`config.mk`:
```
export PLATFORM = sky130hd
export DESIGN_NAME = sdram_arbiter
export DESIGN_NICKNAME = d
export VERILOG_FILES = /design/src/rtl/sdram_arbiter.sv
export SDC_FILE = /design/constraint.sdc
export NUM_CORES = 1
export LEC_CHECK = 0
export BUFFER_PORTS_ARGS = -buffer_cell sky130_fd_sc_hd__buf_2
export CAP_MARGIN = 20
export CELL_PAD_IN_SITES_DETAIL_PLACEMENT = 1
export CELL_PAD_IN_SITES_GLOBAL_PLACEMENT = 1
export CORE_UTILIZATION = 35
export CTS_CLUSTER_DIAMETER = 120
export DETAILED_ROUTE_END_ITERATION = 12
export PLACE_DENSITY = 0.89
export SLEW_MARGIN = 20
export SYNTH_ARGS = -nofsm -noshare
export SYNTH_HDL_FRONTEND = slang
export SYNTH_SLANG_ARGS = --single-unit
```
`constraint.sdc`:
```
create_clock -name clk -period 4.7 [get_ports clk]
set_input_delay 0.705 -clock clk [delete_from_list [all_inputs] [get_ports clk]]
set_output_delay 0.705 -clock clk [all_outputs]
set_load 0.01 [all_outputs]
```
`src/rtl/sdram_arbiter.sv`:
```
// Three-way arbiter (instruction fetch, CPU data, DMA) in front of one SDRAM controller port.
// Optional transaction watchdog: define ARB_TIMEOUT_EN.
module sdram_arbiter #(
    parameter int STARVE_MAX     = 8,
    parameter int GUARD_CYCLES   = 2,
    parameter int TIMEOUT_CYCLES = 1023
) (
    input  logic        clk,
    input  logic        rst,
    input  logic        i_req,
    input  logic [22:0] i_addr,
    output logic [31:0] i_rdata,
    output logic        i_ready,
    input  logic        d_rd_req,
    input  logic        d_wr_req,
    input  logic [22:0] d_addr,
    input  logic [15:0] d_wdata,
    output logic [15:0] d_rdata,
    output logic        d_ready,
    input  logic        x_req,
    input  logic        x_we,
    input  logic [22:0] x_addr,
    input  logic [15:0] x_wdata,
    output logic [15:0] x_rdata,
    output logic        x_ready,
    output logic [22:0] m_addr,
    output logic [15:0] m_wdata,
    input  logic [31:0] m_rdata,
    output logic        m_read_req,
    output logic        m_write_req,
    output logic        m_instruction_mode,
    input  logic        m_busy,
    input  logic        m_cack,
    input  logic        m_read_ready,
    output logic        err
);

    typedef enum logic [1:0] {IDLE, REQ, WAIT_DONE, GUARD} state_t;
    typedef enum logic [1:0] {P_I = 2'd0, P_D = 2'd1, P_X = 2'd2} port_t;

    state_t      state_q, state_d;
    port_t       port_q, port_d, sel_port;
    logic [22:0] addr_q, addr_d, sel_addr;
    logic [15:0] wdata_q, wdata_d, sel_wdata;
    logic        we_q, we_d, sel_we;
    logic        inst_q, inst_d;
    logic [7:0]  starve_q, starve_d;
    logic [3:0]  guard_q, guard_d;
    logic [2:0]  rdy_q, rdy_d;
    logic [31:0] i_rdata_q, i_rdata_d;
    logic [15:0] d_rdata_q, d_rdata_d;
    logic [15:0] x_rdata_q, x_rdata_d;
    logic        req_any, x_first;

`ifdef ARB_TIMEOUT_EN
    localparam int TW = $clog2(TIMEOUT_CYCLES + 1) + 1;
    logic [TW-1:0] tmo_q, tmo_d;
    logic          err_q, err_d;
`endif

    assign req_any = i_req | d_rd_req | d_wr_req | x_req;
    assign x_first = x_req && (starve_q == 8'(STARVE_MAX));

    // Starved DMA jumps the queue; otherwise D > I > X.
    always_comb begin
        sel_port  = P_X;
        sel_addr  = x_addr;
        sel_wdata = x_wdata;
        sel_we    = x_we;
        if (!x_first && (d_rd_req || d_wr_req)) begin
            sel_port  = P_D;
            sel_addr  = d_addr;
            sel_wdata = d_wdata;
            sel_we    = d_wr_req && !d_rd_req;
        end else if (!x_first && i_req) begin
            sel_port  = P_I;
            sel_addr  = i_addr;
            sel_wdata = 16'h0;
            sel_we    = 1'b0;
        end
    end

    always_comb begin
        state_d   = state_q;
        port_d    = port_q;
        addr_d    = addr_q;
        wdata_d   = wdata_q;
        we_d      = we_q;
        inst_d    = inst_q;
        starve_d  = starve_q;
        guard_d   = guard_q;
        rdy_d     = 3'b000;
        i_rdata_d = i_rdata_q;
        d_rdata_d = d_rdata_q;
        x_rdata_d = x_rdata_q;
`ifdef ARB_TIMEOUT_EN
        tmo_d     = tmo_q;
        err_d     = err_q;
`endif
        case (state_q)
            IDLE: begin
                if (!x_req) starve_d = 8'd0;
                if (!m_busy && req_any) begin
                    port_d  = sel_port;
                    addr_d  = sel_addr;
                    wdata_d = sel_wdata;
                    we_d    = sel_we;
                    inst_d  = (sel_port == P_I);
                    state_d = REQ;
`ifdef ARB_TIMEOUT_EN
                    tmo_d   = '0;
`endif
                    if (sel_port == P_X)
                        starve_d = 8'd0;
                    else if (x_req && starve_q < 8'(STARVE_MAX))
                        starve_d = starve_q + 8'd1;
                end
            end
            REQ: begin
                if (m_cack) begin
                    if (we_q) begin
                        rdy_d[port_q] = 1'b1;
                        state_d       = GUARD;
                        guard_d       = 4'd0;
                    end else begin
                        state_d = WAIT_DONE;
                    end
                end
            end
            WAIT_DONE: begin
                if (m_read_ready) begin
                    case (port_q)
                        P_I:     i_rdata_d = m_rdata;
                        P_D:     d_rdata_d = m_rdata[15:0];
                        default: x_rdata_d = m_rdata[15:0];
                    endcase
                    rdy_d[port_q] = 1'b1;
                    state_d       = GUARD;
                    guard_d       = 4'd0;
                end
            end
            default: begin
                if (guard_q == 4'(GUARD_CYCLES - 1)) begin
                    state_d = IDLE;
                    inst_d  = 1'b0;
                end else begin
                    guard_d = guard_q + 4'd1;
                end
            end
        endcase
`ifdef ARB_TIMEOUT_EN
        // One budget spans both REQ and WAIT_DONE; a completion in the same cycle wins.
        if (state_q == REQ || state_q == WAIT_DONE) begin
            if (tmo_q != '1) tmo_d = tmo_q + 1'b1;
            if (state_d == state_q && tmo_q >= TW'(TIMEOUT_CYCLES - 1)) begin
                err_d         = 1'b1;
                rdy_d[port_q] = 1'b1;
                state_d       = GUARD;
                guard_d       = 4'd0;
                case (port_q)
                    P_I:     i_rdata_d = 32'h0;
                    P_D:     d_rdata_d = 16'h0;
                    default: x_rdata_d = 16'h0;
                endcase
            end
        end
`endif
    end

    always_ff @(posedge clk) begin
        if (rst) begin
            state_q   <= IDLE;
            port_q    <= P_I;
            addr_q    <= '0;
            wdata_q   <= '0;
            we_q      <= 1'b0;
            inst_q    <= 1'b0;
            starve_q  <= '0;
            guard_q   <= '0;
            rdy_q     <= '0;
            i_rdata_q <= '0;
            d_rdata_q <= '0;
            x_rdata_q <= '0;
        end else begin
            state_q   <= state_d;
            port_q    <= port_d;
            addr_q    <= addr_d;
            wdata_q   <= wdata_d;
            we_q      <= we_d;
            inst_q    <= inst_d;
            starve_q  <= starve_d;
            guard_q   <= guard_d;
            rdy_q     <= rdy_d;
            i_rdata_q <= i_rdata_d;
            d_rdata_q <= d_rdata_d;
            x_rdata_q <= x_rdata_d;
        end
    end

`ifdef ARB_TIMEOUT_EN
    always_ff @(posedge clk) begin
        if (rst) begin
            tmo_q <= '0;
            err_q <= 1'b0;
        end else begin
            tmo_q <= tmo_d;
            err_q <= err_d;
        end
    end
    assign err = err_q;
`else
    assign err = 1'b0;
`endif

    assign m_read_req         = (state_q == REQ) && !we_q;
    assign m_write_req        = (state_q == REQ) && we_q;
    assign m_addr             = addr_q;
    assign m_wdata            = wdata_q;
    assign m_instruction_mode = inst_q;
    assign i_ready            = rdy_q[P_I];
    assign d_ready            = rdy_q[P_D];
    assign x_ready            = rdy_q[P_X];
    assign i_rdata            = i_rdata_q;
    assign d_rdata            = d_rdata_q;
    assign x_rdata            = x_rdata_q;

endmodule

```
==> flow_summary.yaml, run 1 <==
cts:
  number_of_buffers_inserted_during_clock_tree_synthesis: 17
  postCtsHoldBufs: 0
  insertion_delay_ns: 0.42
  cts-htree-levels: 4
  cts.clk_slew.worst_paths_ns: 0.06
  cts_tree: "yes"
  ctsRootBufferMaster: "sky130_fd_sc_hd__clkbuf_16"
  clkSinkCount: 124
  cts-root-to-sink-buffers: 2
  cts.repair_timing.setup_buffer_count: 0
  post_cts.resized_instances: 0
placement:
  placed_cell_area_sq_um: 6585
  routability_congestion_estimate_from_global_placement: 0.8037
  io_buffers: 251
  post-dp-hpwl_mm: 12.97
drt:
  drt-total-wl_mm: 18.59
  antenna_violating_nets_post_route: 0
  vias: 5703
  drt_first_pass_iters: 4
  drc: 0
  avgViaCountPerCell: 5.390
  average_wire_length_per_cell_after_detail_routing_um: 17.57
  drt_iter0_markers: 275
sta:
  clock_skew_ns: 0.007660
  relative_slew_margins_pct: 30.09
  tns_ns: 0
  setup_violating_endpoint_count_in_the_final_report: 0
  tightest_slew_ns: 1.049
  finalCritPeriodShare_pct: 60.45
  hold_ws_ns: 0.4477
  rsz_0062_raised_after_global_routing: "no"
  hold_violations: 0
  period_minus_slack_ns: 2.841
  slew_violations: 0
  fmaxAchievable_mhz: 351.9
synthesis:
  asyncSetResetFlopFracSynth_pct: 0
  synth_sequential_area_ratio_pct: 47.18
  syn-mean-instance-area_sq_um: 8.259
  count_of_flip_flops_with_a_built_in_enable_after_synthesis: 0
  synthesis.nets: 788
  synthCells: 637
  ys_warn_count: 0
  synth_area_sq_um: 5261
  synth_ff_type: "sky130_fd_sc_hd__dfxtp_1"
  synth.lib_cells_used.distinct: 51
  ys_seq_elements: 124
floorplan:
  core_area_sq_um: 14590
  floorplan.die.width_um: 124.6
  rows: 44
  die_area_sq_um: 15530
  chipHeight_um: 124.6
  initial_utilization_pct: 36.06
  io-pin-count: 253
setup_path:
  timing_worst_setup_path_type: "flip-flop to flip-flop"
  cp-start-kind: "flip-flop"
  critPathCaptureType: "flip-flop"
  cp.required_ns: 5.06
  worst-path-max-fanout: 25
  timing.critical_path.arrival_ns: 3.20
final_layout:
  nets: 1010
  synth_to_final_area_change_pct: 37.81
  fillCellCount: 1817
  design_area_sq_um: 7251
  layout-drive-gt1-share_pct: 34.63
power_and_ir_drop:
  p_leak_nw: 3.109
  ir_worst_vdd_v: 0.0002724
  p_per_area_nw_per_um2: 468.5
  total_power_mw: 3.397
grt:
  grt_start_max_net_pins: 98
  grt_use_total_pct: 24.01
  antenna_found_initial: 1
  grt_overflow: 0
  via_count_of_the_first_global_routing_pass: 5837
  global_route_wire_length_before_repair_mm: 29.83
outcome:
  status: "finished clean"
flow_run:
  max-cap-violations: 0
worst_hold_path:
  worst_hold_path_type: "flip-flop to flip-flop"
routing by layer:
metal | routed length, um | GRT usage (%) | vias to the layer above
met3 | 1014 | 5.885 | 26
met4 | 363 | 8.717 | 0
li1 | - | - | 2731
met5 | 0 | 0 | -
met2 | 9462 | 43.16 | 205
met1 | 7748 | 27.28 | 2741
layout make-up:
cell class	count	area (sq um)	area share [%]
inverter	7	26.28	0.3624
sequential	124	2482	34.24
clock inverter	10	186.4	2.571
antenna	2	5.005	0.06903
timing repair buffer	258	1315	18.14
clock buffer	22	474.2	6.540
multi-input combinational	451	2531	34.91
tap	184	230.2	3.175
power by group:
group	internal (mW)	switching (mW)	total, mW
Sequential	1.16	0.0715	1.23
Clock	0.983	0.478	1.46
Combinational	0.276	0.433	0.709
Total	2.41	0.982	3.40
cells in the mapped netlist (3+ instances only):
cell                       number  area share (%)
sky130_fd_sc_hd__o21ai_0       29             2.8
sky130_fd_sc_hd__a32oi_1       16             2.7
sky130_fd_sc_hd__a21oi_1       88             8.4
sky130_fd_sc_hd__or3_1          3            0.36
sky130_fd_sc_hd__nor2_1        13            0.93
sky130_fd_sc_hd__a31oi_1        5            0.59
sky130_fd_sc_hd__or4_1          4            0.57
sky130_fd_sc_hd__ha_1           8             1.9
sky130_fd_sc_hd__inv_1          7            0.50
sky130_fd_sc_hd__nor2b_1        3            0.36
sky130_fd_sc_hd__nand3_1       47             4.5
sky130_fd_sc_hd__buf_2         12             1.1
sky130_fd_sc_hd__a221o_1       23             4.4
sky130_fd_sc_hd__clkbuf_1      41             2.9
sky130_fd_sc_hd__nand2_1      139             9.9
sky130_fd_sc_hd__and2_1         3            0.36
sky130_fd_sc_hd__dfxtp_1      124              47
sky130_fd_sc_hd__nand2b_1       3            0.36
sky130_fd_sc_hd__a211oi_1      23             3.3
sky130_fd_sc_hd__nor3_1         9            0.86
worst max-delay path, cell delays in order, from the launching register on:
cell,delay (ns)
sky130_fd_sc_hd__dfxtp_1,0.34
sky130_fd_sc_hd__inv_1,0.15
sky130_fd_sc_hd__ha_1,0.39
sky130_fd_sc_hd__nand2b_2,0.15
sky130_fd_sc_hd__or3_1,0.71
sky130_fd_sc_hd__nor2_1,0.53
sky130_fd_sc_hd__buf_4,0.32
sky130_fd_sc_hd__a221o_1,0.19
placed cells by master, fill, tap and decap left out, types with 4 or more instances in the layout:
cell type and n:
sky130_fd_sc_hd__a21oi_1 88, sky130_fd_sc_hd__nand3_1 47, sky130_fd_sc_hd__clkbuf_16 17, sky130_fd_sc_hd__a211oi_1 23, sky130_fd_sc_hd__nor3_1 8, sky130_fd_sc_hd__nor2_1 12, sky130_fd_sc_hd__a32oi_1 16, sky130_fd_sc_hd__dfxtp_1 124
sky130_fd_sc_hd__or4_1 4, sky130_fd_sc_hd__buf_2 250, sky130_fd_sc_hd__buf_4 7, sky130_fd_sc_hd__a31oi_1 5, sky130_fd_sc_hd__o21ai_0 29, sky130_fd_sc_hd__ha_1 8, sky130_fd_sc_hd__inv_1 7, sky130_fd_sc_hd__a221o_1 23
sky130_fd_sc_hd__and2_1 4, sky130_fd_sc_hd__nand2_1 139, sky130_fd_sc_hd__bufinv_16 5
sequential cells by signal, summed over array words and instances, names as in the netlist:
| signal | cells |
|---|---|
| d_rdata | 16 |
| guard_q | 4 |
| i_rdata | 32 |
| m_addr | 23 |
| m_instruction_mode | 1 |
| m_wdata | 16 |
| port_q | 2 |
| rdy_q | 3 |
| starve_q | 8 |
| state_q | 2 |
| we_q | 1 |
| x_rdata | 16 |
kinds of logic (layout without fill, tap and decap cells):
family                     count (synthesis)  in the layout  synth area share (%)
buffers and inverters                     62            297                 4.851
AOI/OAI and AO/OA                        198            198                 24.26
other                                      1              3               0.07128
and+or+nand+nor                          243            243                 21.55
muxes                                      1              1                0.1903
adders and majority gates                  8              8                 1.903
DFF                                      124            124                 47.18
path summary, 6_finish.rpt:
kind	startpoint	end	slack, ns	cells past startpoint
setup / recovery	state_q[0]$_SDFFE_PP0P_	m_addr[6]$_SDFFE_PP0P_	1.86	7
hold / removal	d_rdata[13]$_SDFFE_PP0P_	d_rdata[13]$_SDFFE_PP0P_	0.45	2
setup reg to reg	state_q[0]$_SDFFE_PP0P_	m_addr[6]$_SDFFE_PP0P_	1.86	7
hold reg to reg	d_rdata[13]$_SDFFE_PP0P_	d_rdata[13]$_SDFFE_PP0P_	0.45	2
metrics by stage:
| stage | cells | util [%] | setup WS [ns] |
|---|---|---|---|
| after global routing | 1057 | 49.68 | 1.633 |
| after CTS | 1056 | 49.67 | 1.882 |
| final | 1058 | 49.70 | 1.859 |
| after detailed placement | 1024 | 45.14 | 1.519 |
| after floorplan | 637 | - | 2.578 |
| after global placement | 1023 | 45.04 | 1.631 |
No activity file was read; power rests on OpenSTA's default activity.
==> run 2, diff against run 1 <==
ABC_AREA = 1   (was not set)
CORE_UTILIZATION = 32   (was 35)
PLACE_DENSITY = 0.85   (was 0.89)
clock period = 2.91 ns   (was 4.7 ns; I/O delays follow)
==> run 2 against run 1 <==
Against the previous run:
- die area up 15%
- setup slack got worse by 1.2 ns
- power is 77% higher
- clock power is 59% higher
- design area grew 5.5%
- register-to-register slack lost 1.2 ns
- combinational power increased by 120%
- synthesized cell count up 28%
- sequential power up 71%
- hold slack got worse by 0.16 ns
- sequential share of layout area decreased by 1.8 points
- maximum frequency increased by 25%
- largest cell class unchanged
==> flow_summary.yaml, run 2 <==
outcome:
  status: "finished clean"
synthesis:
  synth.lib_cells_used.distinct: 30
  synth_area_sq_um: 5564
  netlist.top_cell.by_area: "sky130_fd_sc_hd__dfxtp_1"
  synthDominantCellAreaShare_pct: 44.61
  yosys.area_share.xor_xnor_pct: 0.1574
  syn-mean-instance-area_sq_um: 6.802
  synthMostInstantiatedCell: "sky130_fd_sc_hd__nand2_1"
  count_of_flip_flops_with_a_built_in_enable_after_synthesis: 0
  synthesis.nets: 969
  synth_compound_area_share_pct: 11.04
  synth_simple_gate_area_share_pct: 34.68
  ys_warn_count: 0
  synth_sequential_area_ratio_pct: 44.61
  synth_common_cells: "188 x sky130_fd_sc_hd__nand2_1, 162 x sky130_fd_sc_hd__nor2_1, 124 x sky130_fd_sc_hd__dfxtp_1"
  post_synth_fa_ha_maj_area_fraction_pct: 1.799
  post_synth_main_area_contributors: "sky130_fd_sc_hd__dfxtp_1 45%, sky130_fd_sc_hd__nand2_1 13%, sky130_fd_sc_hd__nor2_1 11%"
  synth_mux_area_share_pct: 0
  synthCells: 818
  asyncSetResetFlopFracSynth_pct: 0
  synth_top_family_by_area: "simple AND/OR/NAND/NOR gates"
  ys_seq_elements: 124
  synth_ff_type: "sky130_fd_sc_hd__dfxtp_1"
grt:
  grt_overflow: 0
  grt_start_max_net_pins: 55
  grt_use_total_pct: 22.07
  global_route_wire_length_before_repair_mm: 31.07
  antenna_found_initial: 0
  via_count_of_the_first_global_routing_pass: 6277
cts:
  cts.repair_timing.setup_buffer_count: 0
  number_of_buffers_inserted_during_clock_tree_synthesis: 17
  cts-htree-levels: 4
  postCtsHoldBufs: 0
  cts-root-to-sink-buffers: 2
  cts_tree: "yes"
  clkSinkCount: 124
  post_cts.resized_instances: 0
  ctsRootBufferMaster: "sky130_fd_sc_hd__clkbuf_16"
  insertion_delay_ns: 0.42
  cts.clk_slew.worst_paths_ns: 0.06
setup_path:
  timing.critical_path.from: "starve_q[0]$_SDFFE_PP0P_"
  timing.critical_path.slowest_cell_delay_ns: 0.77
  r2r.worst_path.cells: 9
  timing.critical_path.depth: 9
  cp-start-kind: "flip-flop"
  reg2reg_slack_ns: 0.64
  worstReg2RegEnd: "m_wdata[10]$_SDFFE_PP0P_"
  worst-path-max-fanout: 41
  crit_path_cell_trace: "inv_1, ha_1, nand3_1, nor2_1, nor2_4, nand3_1, nand3_1, nand2_1, inv_1"
  cp_slowest_cell: "sky130_fd_sc_hd__nor2_4"
  timing_worst_setup_path_type: "flip-flop to flip-flop"
  timing.critical_path.arrival_ns: 2.64
  timing.rr.start: "starve_q[0]$_SDFFE_PP0P_"
  timing.critical_path.max_delay_family: "simple AND/OR/NAND/NOR gates"
  setup.worst_path.end: "m_wdata[10]$_SDFFE_PP0P_"
  critical-path-top-cell-by-count: "sky130_fd_sc_hd__nand3_1"
  cp.required_ns: 3.27
  crit_buf_inv: 2
  critPathCaptureType: "flip-flop"
power_and_ir_drop:
  p_per_area_nw_per_um2: 783.9
  ir_worst_vdd_v: 0.0004595
  p_leak_nw: 3.817
worst_hold_path:
  worst_hold_path_type: "input port to flip-flop"
floorplan:
  io-pin-count: 253
  core_area_sq_um: 16760
  chipHeight_um: 133.9
  die_area_sq_um: 17920
  initial_utilization_pct: 33.20
  floorplan.die.width_um: 133.9
  rows: 47
sta:
  hold_ws_ns: 0.2833
  relative_slew_margins_pct: 31.70
  setup_violating_endpoint_count_in_the_final_report: 0
  rsz_0062_raised_after_global_routing: "no"
  clock_skew_ns: 0.009752
  period_minus_slack_ns: 2.274
  slew_violations: 0
  fmaxAchievable_mhz: 439.8
  finalCritPeriodShare_pct: 78.13
  tns_ns: 0
  tightest_slew_ns: 1.023
  hold_violations: 0
flow_run:
  max-cap-violations: 0
drt:
  average_wire_length_per_cell_after_detail_routing_um: 15.06
  antenna_violating_nets_post_route: 0
  drt_iter0_markers: 225
  drc: 0
  vias: 6188
  drt-total-wl_mm: 19.35
  avgViaCountPerCell: 4.816
  drt_first_pass_iters: 4
final_layout:
  antenna_cells_inserted: 0
  nets: 1203
  fillCellCount: 2231
  commonest_non_fill_non_tap_cell_in_the_layout: "sky130_fd_sc_hd__buf_2"
  flip_flop_and_latch_area_sq_um: 2482
  multiInputGateArea_sq_um: 2669
  synth_to_final_area_change_pct: 37.46
  most_frequent_cells_in_the_layout: "251 x sky130_fd_sc_hd__buf_2, 188 x sky130_fd_sc_hd__nand2_1, 162 x sky130_fd_sc_hd__nor2_1, 124 x sky130_fd_sc_hd__dfxtp_1, 100 x sky130_fd_sc_hd__nand3_1"
  largest_register_ffs: 32
  layout-drive-gt1-share_pct: 29.01
placement:
  io_buffers: 251
  post-dp-hpwl_mm: 14.20
  routability_congestion_estimate_from_global_placement: 0.7976
## run 2: per-layer routing
metal / wire [um] / part of all wire [%] / up-vias / track usage, %
met1: 8122 / 42 / 2853 / 24.11
met4: 417 / 2.2 / 0 / 8.460
met5: 0 / 0 / - / 0
met2: 9370 / 48 / 211 / 39.49
met3: 1442 / 7.5 / 26 / 7.067
li1: - / - / 3098 / -
## run 2: cells by family after synthesis
| logic type | after synthesis |
|---|---|
| other cells | 1 |
| compound gates | 118 |
| flops | 124 |
| simple gates | 466 |
| fa+ha+maj | 8 |
| buf+inv | 100 |
| xor+xnor | 1 |
## run 2: worst min-delay path: cells and delay by family
| kind | cells | cell delay [ns] |
|---|---|---|
| buf+inv | 1 | 0.07 |
| simple gates | 1 | 0.08 |
| compound gates | 1 | 0.07 |
## run 2: how the worst min path moves through the flow
stage / startpoint / endpoint / slack [ns] / cells past startpoint
after floorplan: starve_q[6]$_SDFFE_PP0P_ / starve_q[6]$_SDFFE_PP0P_ / 0.43 / 2
after global placement: x_rdata[13]$_SDFFE_PP0P_ / x_rdata[13]$_SDFFE_PP0P_ / 0.45 / 2
after detailed placement: x_rdata[15]$_SDFFE_PP0P_ / x_rdata[15]$_SDFFE_PP0P_ / 0.45 / 2
after CTS: m_rdata[18] / i_rdata[18]$_SDFFE_PP0P_ / 0.26 / 3
after global routing: m_rdata[31] / i_rdata[31]$_SDFFE_PP0P_ / 0.28 / 3
final: m_rdata[31] / i_rdata[31]$_SDFFE_PP0P_ / 0.28 / 3
## run 2: power breakdown
part,switching (mW),internal [mW]
Combinational,0.988,0.580
Clock,0.813,1.51
Sequential,0.140,1.96
## run 2: area by class of cell
class / count / share of cell area, %
multi-input combinational: 594 / 34.89
timing repair buffer: 264 / 18.03
clock buffer: 20 / 6.102
sequential: 124 / 32.46
tap: 220 / 3.599
inverter: 51 / 2.503
clock inverter: 12 / 2.421
## run 2: metrics by stage
| step | utilization (%) | power, mW | cells | worst slack, ns | area, sq um |
|---|---|---|---|---|---|
| final | 45.64 | 5.996 | 1285 | 0.6364 | 7649 |
| after global routing | 45.64 | 6.352 | 1285 | 0.4000 | 7649 |
| after CTS | 45.64 | 6.067 | 1285 | 0.5998 | 7649 |
| after detailed placement | 41.75 | 3.712 | 1253 | 0.6762 | 6997 |
| after global placement | 41.75 | 3.661 | 1253 | 0.7475 | 6997 |
| after floorplan | - | 3.091 | 818 | 1.284 | 5564 |
